### config.mk
export PLATFORM = sky130hd
export DESIGN_NAME = mem_access_stage
export DESIGN_NICKNAME = d
export VERILOG_FILES = /design/src/rtl/mem_access_stage.sv
export SDC_FILE = /design/constraint.sdc
export NUM_CORES = 1
export LEC_CHECK = 0
export CAP_MARGIN = 10
export CORE_MARGIN = 2
export CORE_UTILIZATION = 44
export CTS_CLUSTER_SIZE = 24
export DETAILED_ROUTE_END_ITERATION = 6
export GPL_TIMING_DRIVEN = 0
export PLACE_DENSITY = 0.82
export SETUP_SLACK_MARGIN = 0.5
export SLEW_MARGIN = 20
export SYNTH_ARGS = -nofsm -noshare
export SYNTH_HDL_FRONTEND = slang
export SYNTH_SLANG_ARGS = --single-unit
### constraint.sdc
create_clock -name clk_i -period 2.8 [get_ports clk_i]
set_input_delay 0.56 -clock clk_i [delete_from_list [all_inputs] [get_ports clk_i]]
set_output_delay 0.56 -clock clk_i [all_outputs]
set_load 0.02 [all_outputs]
### src/rtl/mem_access_stage.sv
// mem_access_stage: MEM-stage load/store unit with a req/ack data port,
// upstream stall, word-alignment check and ack timeout.
module mem_access_stage #(
  parameter int MAX_WAIT = 255
) (
  input  logic        clk_i,
  input  logic        rst_ni,
  input  logic        MemRead_i,
  input  logic        MemWrite_i,
  input  logic [1:0]  WB_i,
  input  logic [31:0] ALUResult_i,
  input  logic [31:0] WriteData_i,
  input  logic [4:0]  RegAddr_i,
  output logic [1:0]  WB_o,
  output logic [31:0] MemData_o,
  output logic [31:0] RegData_o,
  output logic [4:0]  RegAddr_o,
  output logic        stall_o,
  output logic        mem_req_o,
  output logic        mem_we_o,
  output logic [31:0] mem_addr_o,
  output logic [31:0] mem_wdata_o,
  input  logic        mem_ack_i,
  input  logic [31:0] mem_rdata_i,
  output logic        err_o
);

  typedef enum logic [1:0] {
    IDLE,
    BUSY,
    DONE
  } state_t;

  localparam logic [7:0] CntLast = 8'(MAX_WAIT - 1);

  state_t      state, stateNext;
  logic [7:0]  cnt;
  logic [1:0]  wbQ;
  logic [31:0] dataQ;
  logic [31:0] aluQ;
  logic [4:0]  regQ;
  logic        acc;
  logic        misal;
  logic        tmo;

  assign acc   = MemRead_i | MemWrite_i;
  assign misal = acc & (|ALUResult_i[1:0]);
  assign tmo   = (state == BUSY) & ~mem_ack_i & (cnt == CntLast);

  always_comb begin
    stateNext = state;
    WB_o      = 2'b00;
    MemData_o = '0;
    RegData_o = '0;
    RegAddr_o = '0;
    stall_o   = 1'b0;
    if (rst_ni) begin
      unique case (state)
        IDLE: begin
          RegData_o = ALUResult_i;
          RegAddr_o = RegAddr_i;
          WB_o      = acc ? 2'b00 : WB_i;
          stall_o   = acc & ~misal;
          if (acc & ~misal) stateNext = BUSY;
        end
        BUSY: begin
          stall_o   = 1'b1;
          RegData_o = aluQ;
          RegAddr_o = regQ;
          if (mem_ack_i | tmo) stateNext = DONE;
        end
        DONE: begin
          WB_o      = wbQ;
          MemData_o = dataQ;
          RegData_o = aluQ;
          RegAddr_o = regQ;
          stateNext = IDLE;
        end
        default: stateNext = IDLE;
      endcase
    end
  end

  always_ff @(posedge clk_i or negedge rst_ni) begin
    if (!rst_ni) begin
      state       <= IDLE;
      cnt         <= '0;
      wbQ         <= '0;
      dataQ       <= '0;
      aluQ        <= '0;
      regQ        <= '0;
      mem_req_o   <= 1'b0;
      mem_we_o    <= 1'b0;
      mem_addr_o  <= '0;
      mem_wdata_o <= '0;
      err_o       <= 1'b0;
    end else begin
      state <= stateNext;
      unique case (state)
        IDLE: begin
          if (misal) begin
            err_o <= 1'b1;
          end else if (acc) begin
            wbQ         <= WB_i;
            aluQ        <= ALUResult_i;
            regQ        <= RegAddr_i;
            dataQ       <= '0;
            mem_we_o    <= MemWrite_i;
            mem_addr_o  <= {ALUResult_i[31:2], 2'b00};
            mem_wdata_o <= WriteData_i;
            mem_req_o   <= 1'b1;
            cnt         <= '0;
          end
        end
        BUSY: begin
          if (mem_ack_i) begin
            mem_req_o <= 1'b0;
            dataQ     <= mem_we_o ? 32'h0 : mem_rdata_i;
          end else if (tmo) begin
            // abandoned access must not write back
            mem_req_o <= 1'b0;
            dataQ     <= 32'hDEADBEEF;
            wbQ       <= 2'b00;
            err_o     <= 1'b1;
          end else begin
            cnt <= cnt + 8'd1;
          end
        end
        default: ;
      endcase
    end
  end

endmodule

==> flow_summary.json, run 1 <==
{
  "nFillCells": 917,
  "cp-start-kind": "register",
  "end_kind": "primary output",
  "final.min_clock_period_ns": 2.44,
  "seq_area_um2": 2900,
  "min_path_type": "in -> async",
  "cp_slowest_cell": "dfrtp_1",
  "drv_slew": 0,
  "synthCells": 547,
  "p_comb_share_pct": 58.0,
  "rows": 42,
  "switchingPower_mw": 4.41,
  "maxCapViolCount": 0,
  "fin_crit_sh_pct": 87.3,
  "first_pass_iters": 4,
  "synth-edff-count": 0,
  "nets": 950,
  "dr.first_iter.drc_count": 185,
  "ys_async_sr_fraction_pct": 100,
  "dp_cells": 968,
  "clockBufferDepth": 2,
  "worstMarginPinSlew_ns": 0.638,
  "ios": 247,
  "cp_common_cell": "clkbuf_16",
  "status": "completed",
  "ys_types": 42,
  "insertion_delay_ns": 0.41,
  "grt_max_degree": 31,
  "fmaxAchievable_mhz": 409,
  "io_buffer_count": 243,
  "drc": 0,
  "setup-violations-final": 0,
  "slowest_delay_ns": 0.42,
  "synth_top_area_share_pct": 48.6,
  "die_w_um": 120,
  "ys.flop_type": "dfrtp_1",
  "r2r-start": "state[1]",
  "antenna_found_initial": 0,
  "skew_ns": 0.00790,
  "switching_share_pct": 37.5,
  "antennaDiodeCount": 0,
  "grt_overflow": 0,
  "synth_area_leader_cell": "dfrtp_1",
  "cts_sinks": 116,
  "place_hpwl_um": 12700,
  "grt_pass1_wl_um": 29100,
  "p_int_mw": 7.34,
  "drtAntennaViolNets": 0,
  "yosys_warnings": 0,
  "initial_utilization_pct": 45.1,
  "leakagePower_nw": 4.53,
  "track_usage_pct": 25.6,
  "synth.cells.most_frequent": "116 x dfrtp_1, 72 x mux2_2, 45 x nor2_1",
  "p_clk_share_pct": 17.3,
  "drive_above_1_share_pct": 36.9,
  "relSlewSlack_pct": 57.3,
  "synth_area_um2": 5970,
  "instances_no_fill": 1024,
  "wl_per_cell_um": 18.3,
  "chipHeight_um": 120,
  "grt_setup_unrepaired": "true",
  "clk_transition_reported_paths_ns": 0.05,
  "crit_path_start": "state[1]",
  "seq_area_frac_synth_pct": 48.6,
  "power_density_nw_per_um2": 1200,
  "first_global_vias": 5653,
  "crit_arrival_ns": 1.88,
  "place_ws_ns": -0.743,
  "vias_per_cell": 5.32,
  "design.core.area_um2": 13200,
  "crit_fanout": 8,
  "cts_made_buffers": 17,
  "hold_violations": 0,
  "crit_required_ns": 2.24,
  "ys_top_cells_by_area": "dfrtp_1 49%, mux2_2 14%, a22oi_1 4.9%, buf_4 4.3%, mux2_1 4.0%",
  "wl_um": 18700,
  "fin_util_pct": 74.0,
  "path_class": "reg -> out",
  "synth-seq-cells": 116,
  "tritoncts": "yes",
  "area_growth_pct": 64.2,
  "place.gp.congestion": 0.854,
  "vias": 5449,
  "avgSynthCellArea_um2": 10.9,
  "irDropWorstVdd_v": 0.000825,
  "power_mw": 11.7,
  "clk_root_buffer_cell": "clkbuf_16",
  "p_seq_share_pct": 24.7,
  "setup_slack_ns": 0.356,
  "cp_cell_sequence": "inv_2, ha_4, clkbuf_16, clkbuf_16, a22oi_2, nor2_1, buf_2",
  "cts.htree.levels": 4,
  "die_area_um2": 14500,
  "multi_input_area_um2": 2800,
  "yosysMostFrequentCell": "dfrtp_1"
}
metal layers:
layer  GRT usage, %  wire length (um)  vias to the layer above  share of wire, %
li1               -                 -                     2483                 -
met1           29.8              7330                     2674                39
met2           43.8              9460                      253                51
met3           7.92              1430                       39               7.6
met4           10.8               486                        0               2.6
met5              0                 0                        -                 0
placed cells by master, fill, tap and decap left out, types with 6 or more instances in the layout:
cell | netlist | routed
a31oi_1 | 6 | 6
clkbuf_8 | 0 | 7
a21oi_1 | 26 | 26
dfrtp_1 | 116 | 116
nand2b_1 | 27 | 27
buf_2 | 8 | 41
nand4_1 | 10 | 10
mux2_2 | 72 | 72
clkbuf_16 | 0 | 25
clkdlybuf4s50_1 | 0 | 166
buf_6 | 1 | 7
buf_4 | 34 | 81
inv_1 | 16 | 14
o21ai_0 | 12 | 12
a22oi_2 | 0 | 35
clkbuf_1 | 26 | 11
mux2_1 | 21 | 20
nor2_1 | 45 | 44
and3_1 | 32 | 32
dlygate4sd2_1 | 0 | 6
worst max-delay path: cells and delay by family, from the launching register on:
| kind | cells | cell delay, ns |
|---|---|---|
| adder cells (fa/ha/maj) | 1 | 0.22 |
| AO/OA/AOI/OAI | 1 | 0.16 |
| AND/OR/NAND/NOR | 1 | 0.07 |
| flip-flops | 1 | 0.42 |
| buffers and inverters | 4 | 0.60 |
state kept, by name (all words and copies together) (netlist names):
name         cells
aluQ            31
cnt              8
dataQ           32
err_o            1
mem_addr_o       1
mem_req_o        1
mem_wdata_o     32
mem_we_o         1
regQ             5
state            2
wbQ              2
area by class of cell:
cell class	instances	area share, %
inverters	18	0.740
plain buffers	73	6.86
repair buffers	268	26.3
well taps	176	2.25
flip-flops and latches	116	29.6
clock buffers	24	5.01
clock inverters	8	0.766
multi-input cells	341	28.5
metrics by stage:
| stage | area, um^2 | hold WS (ns) | TNS [ns] |
|---|---|---|---|
| floorplan | 5970 | 0.264 | 0 |
| global placement | 8630 | 0.461 | -678.97 |
| detailed placement | 8660 | 0.470 | -28.41 |
| CTS | 9630 | 0.0707 | 0 |
| global route | 9810 | 0.0713 | 0 |
| finish | 9810 | 0.0825 | 0 |
timing repair:
item                       4_1_cts  5_1_grt
hold buffers                     1        0
hold endpoints to repair        12        0
setup buffers                    8        3
gates cloned                     8        4
gates resized for setup        415       31
pin swaps                        6        6
setup endpoints to repair       73       84
power by group through the flow:
stage	Combinational [mW]	Sequential, mW	Clock, mW
4_1_cts	6.48	2.88	2.06
5_1_grt	7.20	2.98	2.15
3_3_place_gp	5.44	2.80	0
6_report	6.82	2.90	2.03
3_5_place_dp	5.57	2.86	0
2_1_floorplan	3.04	3.06	0
worst paths after layout:
kind / slack (ns) / cells past startpoint / endpoint
min in group clk_i: 0.48 / 1 / err_o
hold / removal: 0.08 / 1 / mem_wdata_o[3]
max in group asynchronous: 1.64 / 2 / mem_addr_o[31]
hold reg to reg: 0.48 / 1 / err_o
setup / recovery: 0.36 / 7 / RegData_o[13]
setup reg to reg: 0.54 / 9 / dataQ[10]
cell families (layout without fill, tap and decap cells):
family | count (synthesis) | in the layout | share of synthesized area [%]
buffers and inverters | 91 | 391 | 8.53
adder cells (fa/ha/maj) | 7 | 7 | 1.47
flip-flops | 116 | 116 | 48.6
other | 1 | 2 | 0.0628
multiplexers | 95 | 95 | 17.9
XOR/XNOR | 1 | 1 | 0.147
AND/OR/NAND/NOR | 137 | 137 | 12.3
AO/OA/AOI/OAI | 99 | 99 | 11.0
Power figures use the tool's default switching activity.
==> run 2: changes to the inputs <==
==> constraint.sdc (replaced) <==
create_clock -name clk_i -period 2.8 [get_ports clk_i]
set_input_delay 0.56 -clock clk_i [delete_from_list [all_inputs] [get_ports clk_i]]
set_output_delay 0.56 -clock clk_i [all_outputs]
set_load 0.05 [all_outputs]
==> flow_summary.json, run 2 (synthesis results as in run 1) <==
{
  "ios": 247,
  "power_density_nw_per_um2": 1350,
  "clk_root_buffer_cell": "clkbuf_16",
  "relSlewSlack_pct": 56.8,
  "min_path_type": "in -> async",
  "insertion_delay_ns": 0.42,
  "drive_above_1_share_pct": 46.7,
  "p_comb_share_pct": 64.9,
  "layout_common_cells": "143 x clkdlybuf4s50_1, 115 x dfrtp_1, 72 x mux2_2, 55 x buf_4, 49 x buf_8",
  "antenna_found_initial": 0,
  "wl_um": 23500,
  "fin_area_um2": 11000,
  "initial_utilization_pct": 45.1,
  "placed_cell_area_um2": 8920,
  "cts_sinks": 116,
  "top_regs": "dataQ (32), mem_wdata_o (32), aluQ (31)",
  "dr.first_iter.drc_count": 381,
  "chipHeight_um": 120,
  "p_clk_share_pct": 15.2,
  "p_int_mw": 7.99,
  "io_buffer_count": 243,
  "hold_violations": 0,
  "first_global_vias": 5688,
  "final_common_cell": "clkdlybuf4s50_1",
  "antennaDiodeCount": 0,
  "p_seq_share_pct": 19.9,
  "slowest_delay_ns": 0.46,
  "grt_max_degree": 32,
  "place.gp.congestion": 0.847,
  "drtAntennaViolNets": 0,
  "rows": 42,
  "crit_fanout": 7,
  "cts_made_buffers": 17,
  "fin_crit_sh_pct": 91.7,
  "area_growth_pct": 84.3,
  "cp-start-kind": "register",
  "wl_per_cell_um": 22.7,
  "worstMarginPinSlew_ns": 0.642,
  "crit_required_ns": 2.24,
  "cp_slowest_cell": "dfrtp_2",
  "clk_transition_reported_paths_ns": 0.06,
  "nets": 965,
  "design.core.area_um2": 13200,
  "skew_ns": 0.0140,
  "track_usage_pct": 27.7,
  "drv_slew": 0,
  "clockBufferDepth": 2,
  "nFillCells": 613,
  "place_hpwl_um": 12800,
  "fmaxAchievable_mhz": 389,
  "die_w_um": 120,
  "grt_pass1_wl_um": 31200,
  "switchingPower_mw": 6.91,
  "grt_overflow": 0,
  "first_pass_iters": 6,
  "setup-violations-final": 0,
  "path_class": "reg -> out",
  "maxCapViolCount": 0,
  "cts.htree.levels": 4,
  "fin_util_pct": 83.1,
  "grt_setup_unrepaired": "true",
  "die_area_um2": 14500,
  "crit_arrival_ns": 2.01,
  "status": "completed",
  "tritoncts": "yes",
  "drc": 0,
  "vias_per_cell": 5.69,
  "final.min_clock_period_ns": 2.57,
  "end_kind": "primary output",
  "leakagePower_nw": 4.91,
  "cp_cell_sequence": "inv_4, ha_4, clkbuf_16, clkbuf_8, a22oi_2, nor2_4, buf_6",
  "irDropWorstVdd_v": 0.000952,
  "vias": 5911,
  "switching_share_pct": 46.4,
  "power_mw": 14.9
}
## run 2: changes by cell type in the layout (fill, tap and decap cells not counted), sizes merged, moves of 2 or more
cell           previous run  this run
bufbuf                    5         2
clkinvlp                  4         1
bufinv                    1         3
clkdlybuf4s50           166       143
dlymetal6s2s              0        22
buf                     137       156
## run 2: cell type report
class | instances | area, um^2 | share of cell area (%)
tap | 176 | 220 | 2.00
clock buffer | 23 | 478 | 4.34
multi-input combinational | 341 | 3250 | 29.5
inverter | 18 | 77.6 | 0.705
timing repair buffer | 283 | 3240 | 29.4
sequential | 116 | 2900 | 26.4
clock inverter | 9 | 126 | 1.15
buffer | 73 | 716 | 6.50
## run 2: timing repair
item / CTS / global route
hold buffers: 1 / 0
pin swaps: 25 / 45
setup endpoints to repair: 81 / 119
hold endpoints to repair: 27 / 0
gates cloned: 7 / 6
resized for setup: 589 / 170
buffers inserted: 8 / 17
## run 2: worst paths after layout
kind / from / to / slack [ns] / cells after the start
min: rst_ni / dataQ[25] / 0.1 / 2
max reg2reg: state[0] / dataQ[3] / 0.49 / 9
max: state[0] / RegData_o[8] / 0.23 / 7
min in group clk_i: dataQ[13] / dataQ[13] / 0.50 / 1
max in group asynchronous: rst_ni / cnt[1] / 2.38 / 2
min reg2reg: dataQ[13] / dataQ[13] / 0.50 / 1
## run 2: power groups by stage
stage	sequential, mW	clock [mW]	combinational (mW)
global route	3.03	2.35	10.0
global placement	2.81	0	7.49
finish	2.97	2.26	9.67
floorplan	3.63	0	4.52
detailed placement	2.86	0	7.63
CTS	2.88	2.24	8.75
## run 2: worst max-delay path: cells and delay by family, from the launching register on
kind / cells / cell delay, ns
fa+ha+maj: 1 / 0.21
compound gates: 1 / 0.24
buf+inv: 4 / 0.59
flops: 1 / 0.46
simple gates: 1 / 0.08
## run 2: per-stage QoR
stage / std cells / hold WS, ns / setup WS (ns) / TNS [ns]
after CTS: 1016 / 0.0981 / 0.245 / 0
after global routing: 1039 / 0.0975 / 0.177 / 0
after detailed placement: 968 / 0.468 / -1.18 / -54.21
after global placement: 967 / 0.460 / -4.66 / -700.65
final: 1039 / 0.0965 / 0.232 / 0
after floorplan: 548 / 0.264 / 0.448 / 0
## run 2: per-layer routing
layer,routed length [um],track usage [%]
met5,0,0
met3,2070,7.41
met2,12000,48.1
met4,651,8.21
met1,8830,33.9
